===== config.mk =====
export PLATFORM = sky130hd
export DESIGN_NAME = vm2002_change_dispenser_flat
export DESIGN_NICKNAME = d
export VERILOG_FILES = /design/src/rtl/vm2002_common_pkg.sv /design/src/rtl/vm2002_change_dispenser_if.sv /design/src/rtl/vm2002_coin_select.sv /design/src/rtl/vm2002_change_dispenser.sv /design/src/flat_wrapper.sv
export SDC_FILE = /design/constraint.sdc
export NUM_CORES = 1
export LEC_CHECK = 0
export ABC_AREA = 1
export ABC_CLOCK_PERIOD_IN_PS = 2100
export BUFFER_PORTS_ARGS = -buffer_cell sky130_fd_sc_hd__buf_2
export CORE_ASPECT_RATIO = 1.5
export CORE_MARGIN = 4
export CORE_UTILIZATION = 50
export DETAILED_ROUTE_END_ITERATION = 10
export PLACE_DENSITY = 0.75
export SYNTH_ARGS = -nofsm -noshare
export SYNTH_HDL_FRONTEND = slang
export SYNTH_SLANG_ARGS = --single-unit

===== constraint.sdc =====
create_clock -name clk -period 2.1 [get_ports clk]
set_clock_uncertainty 0.2 [all_clocks]
set_input_delay 0.105 -clock clk [delete_from_list [all_inputs] [get_ports clk]]
set_output_delay 0.105 -clock clk [all_outputs]
set_load 0.01 [all_outputs]

===== src/rtl/vm2002_common_pkg.sv =====
// vm2002_common_pkg: shared coin type, coin values and the change-dispenser state encoding
package vm2002_common_pkg;
  typedef enum logic [1:0] {COIN_NONE = 2'd0, NICKEL = 2'd1, DIME = 2'd2, QUARTER = 2'd3} coins_t;
  localparam int NICKEL_CENTS = 5;
  localparam int DIME_CENTS = 10;
  localparam int QUARTER_CENTS = 25;
  typedef enum int {CS_IDLE_I = 0, CS_SELECT_I = 1, CS_ISSUE_I = 2} change_state_idx_t;
  typedef enum logic [2:0] {CS_IDLE = 3'b001, CS_SELECT = 3'b010, CS_ISSUE = 3'b100} change_state_t;
  function automatic int coin_value(coins_t c);
    return c == QUARTER ? QUARTER_CENTS : c == DIME ? DIME_CENTS : c == NICKEL ? NICKEL_CENTS : 0;
  endfunction
endpackage


===== src/rtl/vm2002_change_dispenser_if.sv =====
// vm2002_change_dispenser_if: change request, coin stream and inventory signals of the dispenser
interface vm2002_change_dispenser_if import vm2002_common_pkg::*; #(
  parameter int COIN_CNT_W = 4,
  parameter int AMT_W = 8
);
  logic                  change_req;
  logic [AMT_W-1:0]      change_amt;
  logic                  change_ack;
  logic                  coin_valid;
  coins_t                coin_out;
  logic                  coin_ready;
  logic                  change_done;
  logic                  change_short;
  logic [AMT_W-1:0]      short_amt;
  logic                  busy;
  logic                  refill;
  logic [COIN_CNT_W-1:0] refill_q, refill_d, refill_n;
  logic [COIN_CNT_W-1:0] q_cnt, d_cnt, n_cnt;
  modport slave (
    input  change_req, change_amt, coin_ready, refill, refill_q, refill_d, refill_n,
    output change_ack, coin_valid, coin_out, change_done, change_short, short_amt, busy,
           q_cnt, d_cnt, n_cnt
  );
  modport master (
    output change_req, change_amt, coin_ready, refill, refill_q, refill_d, refill_n,
    input  change_ack, coin_valid, coin_out, change_done, change_short, short_amt, busy,
           q_cnt, d_cnt, n_cnt
  );
endinterface


===== src/rtl/vm2002_coin_select.sv =====
// vm2002_coin_select: greedy picker, largest coin that fits the remainder and is in stock
module vm2002_coin_select import vm2002_common_pkg::*; #(
  parameter int COIN_CNT_W = 4,
  parameter int AMT_W = 8
) (
  input  logic [AMT_W-1:0]      i_rem,
  input  logic [COIN_CNT_W-1:0] i_q_cnt,
  input  logic [COIN_CNT_W-1:0] i_d_cnt,
  input  logic [COIN_CNT_W-1:0] i_n_cnt,
  output coins_t                o_coin,
  output logic                  o_coin_found,
  output logic [AMT_W-1:0]      o_coin_val
);
  logic w_q, w_d, w_n;
  // first match wins: quarter, then dime, then nickel
  always_comb begin
    w_q = i_rem >= AMT_W'(QUARTER_CENTS) && i_q_cnt != '0;
    w_d = i_rem >= AMT_W'(DIME_CENTS) && i_d_cnt != '0;
    w_n = i_rem >= AMT_W'(NICKEL_CENTS) && i_n_cnt != '0;
    o_coin = w_q ? QUARTER : w_d ? DIME : w_n ? NICKEL : COIN_NONE;
    o_coin_found = w_q | w_d | w_n;
    o_coin_val = AMT_W'(coin_value(o_coin));
  end
endmodule


===== src/rtl/vm2002_change_dispenser.sv =====
// vm2002_change_dispenser: returns change as a greedy coin stream and tracks coin inventory.
// Define VM2002_CHANGE_STATS_EN to add the saturating cents_returned accumulator output.
module vm2002_change_dispenser import vm2002_common_pkg::*; #(
  parameter int COIN_CNT_W = 4,
  parameter int AMT_W = 8
) (
  input  logic clk,
  input  logic rst_n,
  vm2002_change_dispenser_if.slave bus
`ifdef VM2002_CHANGE_STATS_EN
  ,
  output logic [15:0] cents_returned
`endif
);
  change_state_t         r_state, w_next;
  logic [AMT_W-1:0]      r_rem, r_short_amt, w_sel_val, w_iss_val;
  logic [COIN_CNT_W-1:0] r_q, r_d, r_n, w_q_sat, w_d_sat, w_n_sat;
  logic [COIN_CNT_W:0]   w_q_sum, w_d_sum, w_n_sum;
  coins_t                r_coin, w_sel_coin;
  logic                  r_ack, r_done, r_short, w_found, w_accept, w_refill, w_take;

  vm2002_coin_select #(.COIN_CNT_W(COIN_CNT_W), .AMT_W(AMT_W)) u_sel (
    .i_rem(r_rem), .i_q_cnt(r_q), .i_d_cnt(r_d), .i_n_cnt(r_n),
    .o_coin(w_sel_coin), .o_coin_found(w_found), .o_coin_val(w_sel_val)
  );

  // state register
  always_ff @(posedge clk or negedge rst_n)
    if (!rst_n) r_state <= CS_IDLE;
    else r_state <= w_next;

  // next state, handshake qualifiers and saturating refill sums
  always_comb begin
    w_accept = r_state[CS_IDLE_I] && bus.change_req;
    w_refill = r_state[CS_IDLE_I] && bus.refill && !bus.change_req;
    w_take = r_state[CS_ISSUE_I] && bus.coin_ready;
    w_iss_val = AMT_W'(coin_value(r_coin));
    w_q_sum = {1'b0, r_q} + {1'b0, bus.refill_q};
    w_d_sum = {1'b0, r_d} + {1'b0, bus.refill_d};
    w_n_sum = {1'b0, r_n} + {1'b0, bus.refill_n};
    w_q_sat = w_q_sum[COIN_CNT_W] ? '1 : w_q_sum[COIN_CNT_W-1:0];
    w_d_sat = w_d_sum[COIN_CNT_W] ? '1 : w_d_sum[COIN_CNT_W-1:0];
    w_n_sat = w_n_sum[COIN_CNT_W] ? '1 : w_n_sum[COIN_CNT_W-1:0];
    w_next = r_state[CS_IDLE_I] ? (bus.change_req ? CS_SELECT : CS_IDLE) :
             r_state[CS_SELECT_I] ? (w_found ? CS_ISSUE : CS_IDLE) :
             r_state[CS_ISSUE_I] ? (bus.coin_ready ? CS_SELECT : CS_ISSUE) : CS_IDLE;
  end

  // outputs: busy and coin_valid follow the state, the rest are registers
  always_comb begin
    bus.busy = !r_state[CS_IDLE_I];
    bus.coin_valid = r_state[CS_ISSUE_I];
    bus.coin_out = r_coin;
    bus.change_ack = r_ack;
    bus.change_done = r_done;
    bus.change_short = r_short;
    bus.short_amt = r_short_amt;
    bus.q_cnt = r_q;
    bus.d_cnt = r_d;
    bus.n_cnt = r_n;
  end

  // remainder, chosen coin, status pulses and inventory
  always_ff @(posedge clk or negedge rst_n)
    if (!rst_n) begin
      r_rem <= '0;
      r_short_amt <= '0;
      r_coin <= COIN_NONE;
      r_ack <= 1'b0;
      r_done <= 1'b0;
      r_short <= 1'b0;
      r_q <= '0;
      r_d <= '0;
      r_n <= '0;
    end else begin
      r_ack <= w_accept;
      r_done <= r_state[CS_SELECT_I] && !w_found && r_rem == '0;
      r_short <= r_state[CS_SELECT_I] && !w_found && r_rem != '0;
      if (w_accept) begin
        r_rem <= bus.change_amt;
        r_short_amt <= '0;
      end
      if (r_state[CS_SELECT_I] && !w_found && r_rem != '0) r_short_amt <= r_rem;
      if (r_state[CS_SELECT_I] && w_found) r_coin <= w_sel_coin;
      if (w_refill) begin
        r_q <= w_q_sat;
        r_d <= w_d_sat;
        r_n <= w_n_sat;
      end
      if (w_take) begin
        r_rem <= r_rem - w_iss_val;
        r_q <= r_q - COIN_CNT_W'(r_coin == QUARTER);
        r_d <= r_d - COIN_CNT_W'(r_coin == DIME);
        r_n <= r_n - COIN_CNT_W'(r_coin == NICKEL);
      end
    end

`ifdef VM2002_CHANGE_STATS_EN
  logic [15:0] r_cents;
  logic [16:0] w_cents_sum;
  // running total of handshaken coin value
  always_comb begin
    w_cents_sum = {1'b0, r_cents} + 17'(w_iss_val);
    cents_returned = r_cents;
  end
  // saturating accumulate on each handshake
  always_ff @(posedge clk or negedge rst_n)
    if (!rst_n) r_cents <= '0;
    else if (w_take) r_cents <= w_cents_sum[16] ? 16'hFFFF : w_cents_sum[15:0];
`endif
endmodule


===== src/flat_wrapper.sv =====
// flat-port wrapper written by rule: the top's interface ports become plain ports
module vm2002_change_dispenser_flat import vm2002_common_pkg::*;
#(
  parameter int COIN_CNT_W = 4,
  parameter int AMT_W = 8
)
  (clk, rst_n, bus_change_req, bus_change_amt, bus_coin_ready, bus_refill, bus_refill_q, bus_refill_d, bus_refill_n, bus_change_ack, bus_coin_valid, bus_coin_out, bus_change_done, bus_change_short, bus_short_amt, bus_busy, bus_q_cnt, bus_d_cnt, bus_n_cnt);
  vm2002_change_dispenser_if #(.COIN_CNT_W(COIN_CNT_W), .AMT_W(AMT_W)) bus_i ();
  input  logic clk;
  input  logic rst_n;
  input wire logic [$bits(bus_i.change_req)-1:0] bus_change_req;
  input wire logic [$bits(bus_i.change_amt)-1:0] bus_change_amt;
  input wire logic [$bits(bus_i.coin_ready)-1:0] bus_coin_ready;
  input wire logic [$bits(bus_i.refill)-1:0] bus_refill;
  input wire logic [$bits(bus_i.refill_q)-1:0] bus_refill_q;
  input wire logic [$bits(bus_i.refill_d)-1:0] bus_refill_d;
  input wire logic [$bits(bus_i.refill_n)-1:0] bus_refill_n;
  output wire logic [$bits(bus_i.change_ack)-1:0] bus_change_ack;
  output wire logic [$bits(bus_i.coin_valid)-1:0] bus_coin_valid;
  output wire logic [$bits(bus_i.coin_out)-1:0] bus_coin_out;
  output wire logic [$bits(bus_i.change_done)-1:0] bus_change_done;
  output wire logic [$bits(bus_i.change_short)-1:0] bus_change_short;
  output wire logic [$bits(bus_i.short_amt)-1:0] bus_short_amt;
  output wire logic [$bits(bus_i.busy)-1:0] bus_busy;
  output wire logic [$bits(bus_i.q_cnt)-1:0] bus_q_cnt;
  output wire logic [$bits(bus_i.d_cnt)-1:0] bus_d_cnt;
  output wire logic [$bits(bus_i.n_cnt)-1:0] bus_n_cnt;
  assign bus_i.change_req = bus_change_req;
  assign bus_i.change_amt = bus_change_amt;
  assign bus_i.coin_ready = bus_coin_ready;
  assign bus_i.refill = bus_refill;
  assign bus_i.refill_q = bus_refill_q;
  assign bus_i.refill_d = bus_refill_d;
  assign bus_i.refill_n = bus_refill_n;
  assign bus_change_ack = bus_i.change_ack;
  assign bus_coin_valid = bus_i.coin_valid;
  assign bus_coin_out = bus_i.coin_out;
  assign bus_change_done = bus_i.change_done;
  assign bus_change_short = bus_i.change_short;
  assign bus_short_amt = bus_i.short_amt;
  assign bus_busy = bus_i.busy;
  assign bus_q_cnt = bus_i.q_cnt;
  assign bus_d_cnt = bus_i.d_cnt;
  assign bus_n_cnt = bus_i.n_cnt;
  vm2002_change_dispenser #(.COIN_CNT_W(COIN_CNT_W), .AMT_W(AMT_W)) u_core (.clk(clk), .rst_n(rst_n), .bus(bus_i));
endmodule

Word-level counts from Yosys, hierarchy flattened
Index checks and enable logic that the tools add are counted.
Widths: inputs -> output; s select.
{ "op_classes": {"n_addsub": 7, "n_lt_le_gt_ge": 3, "n_eq_ne": 3, "muxes": 25, "bitwise_logic": 2, "n_reduce_logical": 22} }
{ "op_table": {"columns": ["cell", "n"], "rows": [
  ["$mux 8", 6],
  ["$mux 4", 9],
  ["$mux 3", 6],
  ["$add 4x4->5", 3],
  ["$reduce_bool 4->1", 3],
  ["$sub 4x1->4", 3],
  ["$logic_and 1x1->1", 11],
  ["$ge 8x3->1 const B", 1],
  ["$ge 8x4->1 const B", 1],
  ["$ge 8x5->1 const B", 1],
  ["$logic_not 8->1", 1],
  ["$reduce_bool 8->1", 1],
  ["$sub 8x8->8", 1],
  ["$mux 2", 3],
  ["$reduce_bool 2->1", 3],
  ["$eq 2x2->1 const B", 2],
  ["$logic_not 1->1", 3],
  ["$eq 2x1->1 const B", 1],
  ["$or 1x1->1", 2],
  ["$mux 1", 1]
]} }
{ "word_totals": {"reg_bits": 36, "output_inout_bits": 27, "wordCells": 72} }

Longest topological paths before layout
{ "depth": {"ltp_word": 8, "depth_mapped": 12, "ltp_nobuf": 12} }

Modules after synthesis
Synthesis repeated with hierarchy kept, for this count alone.
{ "hier_totals": {"hier_cells": 369, "hier_area_um2": 2776.4} }
{ "modules_own_cells": {"columns": ["mod", "n_inst", "cells_each", "area_per_inst_um2"], "rows": [
  ["vm2002_change_dispenser", 1, 323, 2547.4],
  ["vm2002_coin_select", 1, 46, 229.0]
]} }

Worst setup path before layout
Ideal clock, no wire load.
{ "synth_path": {"path_kind": "reg-to-reg", "startpoint": "register u_core.r_coin[1] (netlist: u_core.bus.coin_out[1])", "endpoint": "register u_core.r_rem[7]", "setup_ns": 0.083, "arrival_ns": 1.728, "required_time_ns": 1.817, "slack_ns": 0.090, "path_stages_with_launch": 13, "path_buffers": 0, "period_less_slack_ns": 2.010, "path_cell_list": "dfrtp_1 -> inv_1 -> nor2_1 -> inv_1 -> ha_1 -> nand2_1 -> o21ai_0 -> nand2_1 -> nand2_1 -> nand2_1 -> nand2_1 -> nor2_1 -> o21ai_0"} }
{ "synth_between": {"elab_chain_len": 6} }
{ "synth_rtl": {"columns": ["element", "line_no", "rtl"], "rows": [
  ["start: declaration", "vm2002_change_dispenser.sv:19", "coins_t r_coin, w_sel_coin;"],
  ["start signal: assignment", "vm2002_change_dispenser.sv:84", "if (r_state[CS_SELECT_I] && w_found) r_coin <= w_sel_coin;"],
  ["$eq 2x1->1", "vm2002_common_pkg.sv:10", "return c == QUARTER ? QUARTER_CENTS : c == DIME ? DIME_CENTS : c == NICKEL ? NICKEL_CENTS : 0;"],
  ["$mux 3", "vm2002_common_pkg.sv:10", null],
  ["$mux 8", "vm2002_common_pkg.sv:10", null],
  ["$mux 8 *", "vm2002_common_pkg.sv:10", null],
  ["$sub 8x8->8 *", "vm2002_change_dispenser.sv:91", "r_rem <= r_rem - w_iss_val;"],
  ["$mux 8 *", "vm2002_change_dispenser.sv:90", "if (w_take) begin"],
  ["end signal: assignment", "vm2002_change_dispenser.sv:80", "r_rem <= bus.change_amt;"],
  ["end signal: assignment", "vm2002_change_dispenser.sv:91", null],
  ["end: declaration", "vm2002_change_dispenser.sv:16", "logic [AMT_W-1:0] r_rem, r_short_amt, w_sel_val, w_iss_val;"]
]} }
Mark *: on every way between the ends. The rest lies on a longest branch, timed or not.
A chain may end at the register's enable or synchronous reset.

Worst setup path in the final report
{ "layout_path": {"startpoint": "register u_core.r_coin[0] (netlist: u_core.bus.coin_out[0])", "endpoint": "register u_core.r_rem[6]"} }
Same word-level chain as after synthesis.

==> qor.yml <==
synthesis:
  synth-seq-area-share_pct: 36.2
  ys_ff_latch: 36
  ys_types: 29
  synth.avg_cell_area_um2: 7.70
  synth_area_mm2: 0.00249
  yosys_warnings: 0
  yosysTopAreaCellShare_pct: 35.1
  syn_inst: 324
  syn_nets: 376
  synthTopCellsByArea: "dfrtp_1 (35%), ha_1 (12%), nand2_1 (11%)"
  yosysTopAreaCell: "dfrtp_1"
hold_path:
  hold_path.class: "in -> reg"
grt:
  grt_usage_pct: 21.3
  grt_pass1_vias: 2418
  grt_max_degree: 37
  gr-total-overflow: 0
  grt_pass1_wl_um: 10300
  antenna_found_initial: 0
final_layout:
  antennaDiodeCount: 0
  fill_cells: 434
  drive_gt1_share_pct: 22.9
  areaGrowthSynthToFinish_pct: 26.1
  fin_nets: 449
  utilization_pct: 64.9
  mostFrequentLayoutCell: "nand2_1"
  final_cell_mix: "nand2_1 (76), buf_2 (51), inv_1 (44)"
routing:
  viasPerCell: 5.31
  wl_met2_um: 3370
  wire_per_inst_um: 13.2
  wl_met3_um: 251
  detail_route.first_pass.iterations: 4
  top_layer_used: "met4"
  drc: 0
  detail-route-antenna-nets: 0
  met1_length_um: 2310
  routed_wl_um: 6110
  route.vias.total: 2464
  first_iter_violations: 98
sta:
  min_period_over_period_pct: 97.1
  hold_viol_final: 0
  fin_tns_setup_ns: 0
  worst-slew-pin-transition_ns: 0.792
  period_needed_ns: 2.04
  slew_headroom_pct: 47.2
  rsz0062_at_grt: "true"
  clock.fmax_mhz: 491
  setup_viol: 0
  drv_slew: 0
floorplanning:
  pin_count: 52
  start_util_pct: 51.5
  die-area_mm2: 0.00621
  die_h_um: 94.5
  die_w_um: 65.7
  num_rows: 31
  core_area_mm2: 0.00485
setup_path:
  crit_fanout: 4
  crit_buf_inv: 0
  crit_chain: "ha_1 -> fa_1 -> o21ai_2 -> nand2_1 -> nand4_1 -> nand3_1 -> nand2_1 -> nand2_1"
  worst_path_most_repeated_cell: "nand2_1"
  rr_worst_depth: 8
  crit_type: "reg -> reg"
  crit_path_end_kind: "register"
  crit_start: "u_core.bus.coin_out[0]$_DFFE_PN0P_"
  reg2reg_slack_ns: 0.06
  worstPathRequired_ns: 2.09
  r2r_end: "u_core.r_rem[6]$_DFFE_PN0P_"
  cp.depth: 8
  r2r_start: "u_core.bus.coin_out[0]$_DFFE_PN0P_"
  critPathTopFamily: "adder cells"
  crit_end: "u_core.r_rem[6]$_DFFE_PN0P_"
  cp_slowest_cell: "fa_1"
  worstPathArrival_ns: 2.03
  slowest_delay_ns: 0.43
  critPathLaunchType: "register"
place:
  gp_congestion: 0.865
  io_buffers: 51
  hpwl_um: 4600
pwr:
  p_per_area_mw_per_mm2: 1400
  leakagePower_nw: 1.70
  peakVddDrop_mv: 0.742
cts:
  ctsLongestPathBuffers: 2
  cts-root-buf: "clkbuf_8"
  cts_tree: "done"
  clk_pin_slew_ns: 0.07
  numCtsBuffers: 5
  cts_max_level: 2
  clock_latency_ns: 0.30
  cts_sinks: 36
flow_run:
  drv_cap: 0
status:
  status: "finished clean"
[layout make-up]
| type | count | area, µm² | share of cell area [%] |
|---|---|---|---|
| Timing Repair Buffer | 72 | 438 | 13.9 |
| Clock inverter | 3 | 42.5 | 1.35 |
| Clock buffer | 5 | 68.8 | 2.19 |
| Sequential cell | 36 | 902 | 28.7 |
| Tap cell | 66 | 82.6 | 2.63 |
| Multi-Input combinational cell | 238 | 1450 | 46.0 |
| Inverter | 44 | 165 | 5.25 |
[flip-flops by register name, summed over array words and instances (netlist names)]
signal / cells
u_core.bus.change_done: 1
u_core.r_rem: 8
u_core.bus.coin_out: 2
u_core.bus.d_cnt: 4
u_core.bus.change_short: 1
u_core.bus.n_cnt: 4
u_core.bus.change_ack: 1
u_core.r_state: 3
u_core.bus.q_cnt: 4
u_core.bus.short_amt: 8
[Yosys cell counts]
cell type and instances:
nand2_1 76, inv_1 44, dfrtp_1 35, nand3_1 28, nor2_1 27, ha_1 23, o21ai_0 23, a21oi_1 19
xor2_1 9, fa_1 4, nor2_2 4, a31oi_1 3, buf_2 3, clkbuf_1 3, nand4_1 3, o22ai_1 3
nand2_2 2, nand3b_1 2, nor3_1 2, o21bai_1 2, a21oi_2 1, a221oi_1 1, dfstp_2 1, nand3_4 1
nor3_4 1, o211ai_1 1, o21ai_2 1, o31ai_1 1, xnor2_1 1
[per-stage QoR]
step	area [µm²]	setup WS (ns)	std cells	total power [W]	hold slack [ns]
CTS	3090	0.00651	462	0.00422	0.0266
detailed placement	2870	-0.101	444	0.00356	0.0393
floorplan	2490	0.0896	324	0.00284	-0.391
global route	3150	-0.0739	464	0.00485	0.0681
global placement	2870	-0.00648	444	0.00349	0.0326
finish	3150	0.0618	464	0.00440	0.0369
[cell families after synthesis]
family	count (synthesis)	synth area share, %
adders and majority gates	27	14.7
buffers and inverters	50	7.67
DFF	36	36.2
xor gates and xnor gates	10	3.51
AOI/OAI and AO/OA	55	12.2
and+or+nand+nor	146	25.7
[worst min-delay path by stage]
stage,startpoint,depth (start not counted),to
2_1_floorplan,rst_n,0,u_core.bus.change_ack$_DFF_PN0_
4_1_cts,bus_refill_n[0],4,u_core.bus.n_cnt[0]$_DFFE_PN0P_
5_1_grt,bus_refill_n[3],4,u_core.bus.n_cnt[1]$_DFFE_PN0P_
3_3_place_gp,rst_n,1,u_core.r_rem[7]$_DFFE_PN0P_
3_5_place_dp,rst_n,1,u_core.bus.short_amt[6]$_DFFE_PN0P_
6_report,bus_refill_d[0],4,u_core.bus.d_cnt[0]$_DFFE_PN0P_
[what timing repair did]
| item | 4_1_cts | 5_1_grt |
|---|---|---|
| gates resized for setup | 1 | 13 |
| setup endpoints to repair | 2 | 9 |
| hold buffers | 10 | 0 |
| buffers inserted | 0 | 2 |
| hold endpoints to repair | 44 | 0 |
| pin swaps | 0 | 1 |
[power by group]
part | internal [W] | leakage, nW | total, W | switching [W]
combinational | 0.00107 | 1.21 | 0.00254 | 0.00147
clock | 0.000351 | 0.0541 | 0.000615 | 0.000264
sequential | 0.000936 | 0.440 | 0.00124 | 0.000309
[layer usage]
metal | track usage, % | up-vias
li1 | - | 1210
met1 | 23.5 | 1188
met2 | 39.3 | 55
met3 | 2.98 | 11
met4 | 9.52 | 0
met5 | 0 | -
[worst register-to-register path, cell delays in order, from the launching register on]
cell	delay (ns)
dfrtp_1	0.42
ha_1	0.27
fa_1	0.43
o21ai_2	0.20
nand2_1	0.11
nand4_1	0.11
nand3_1	0.08
nand2_1	0.08
nand2_1	0.04
(Power assumes the default switching activity.)
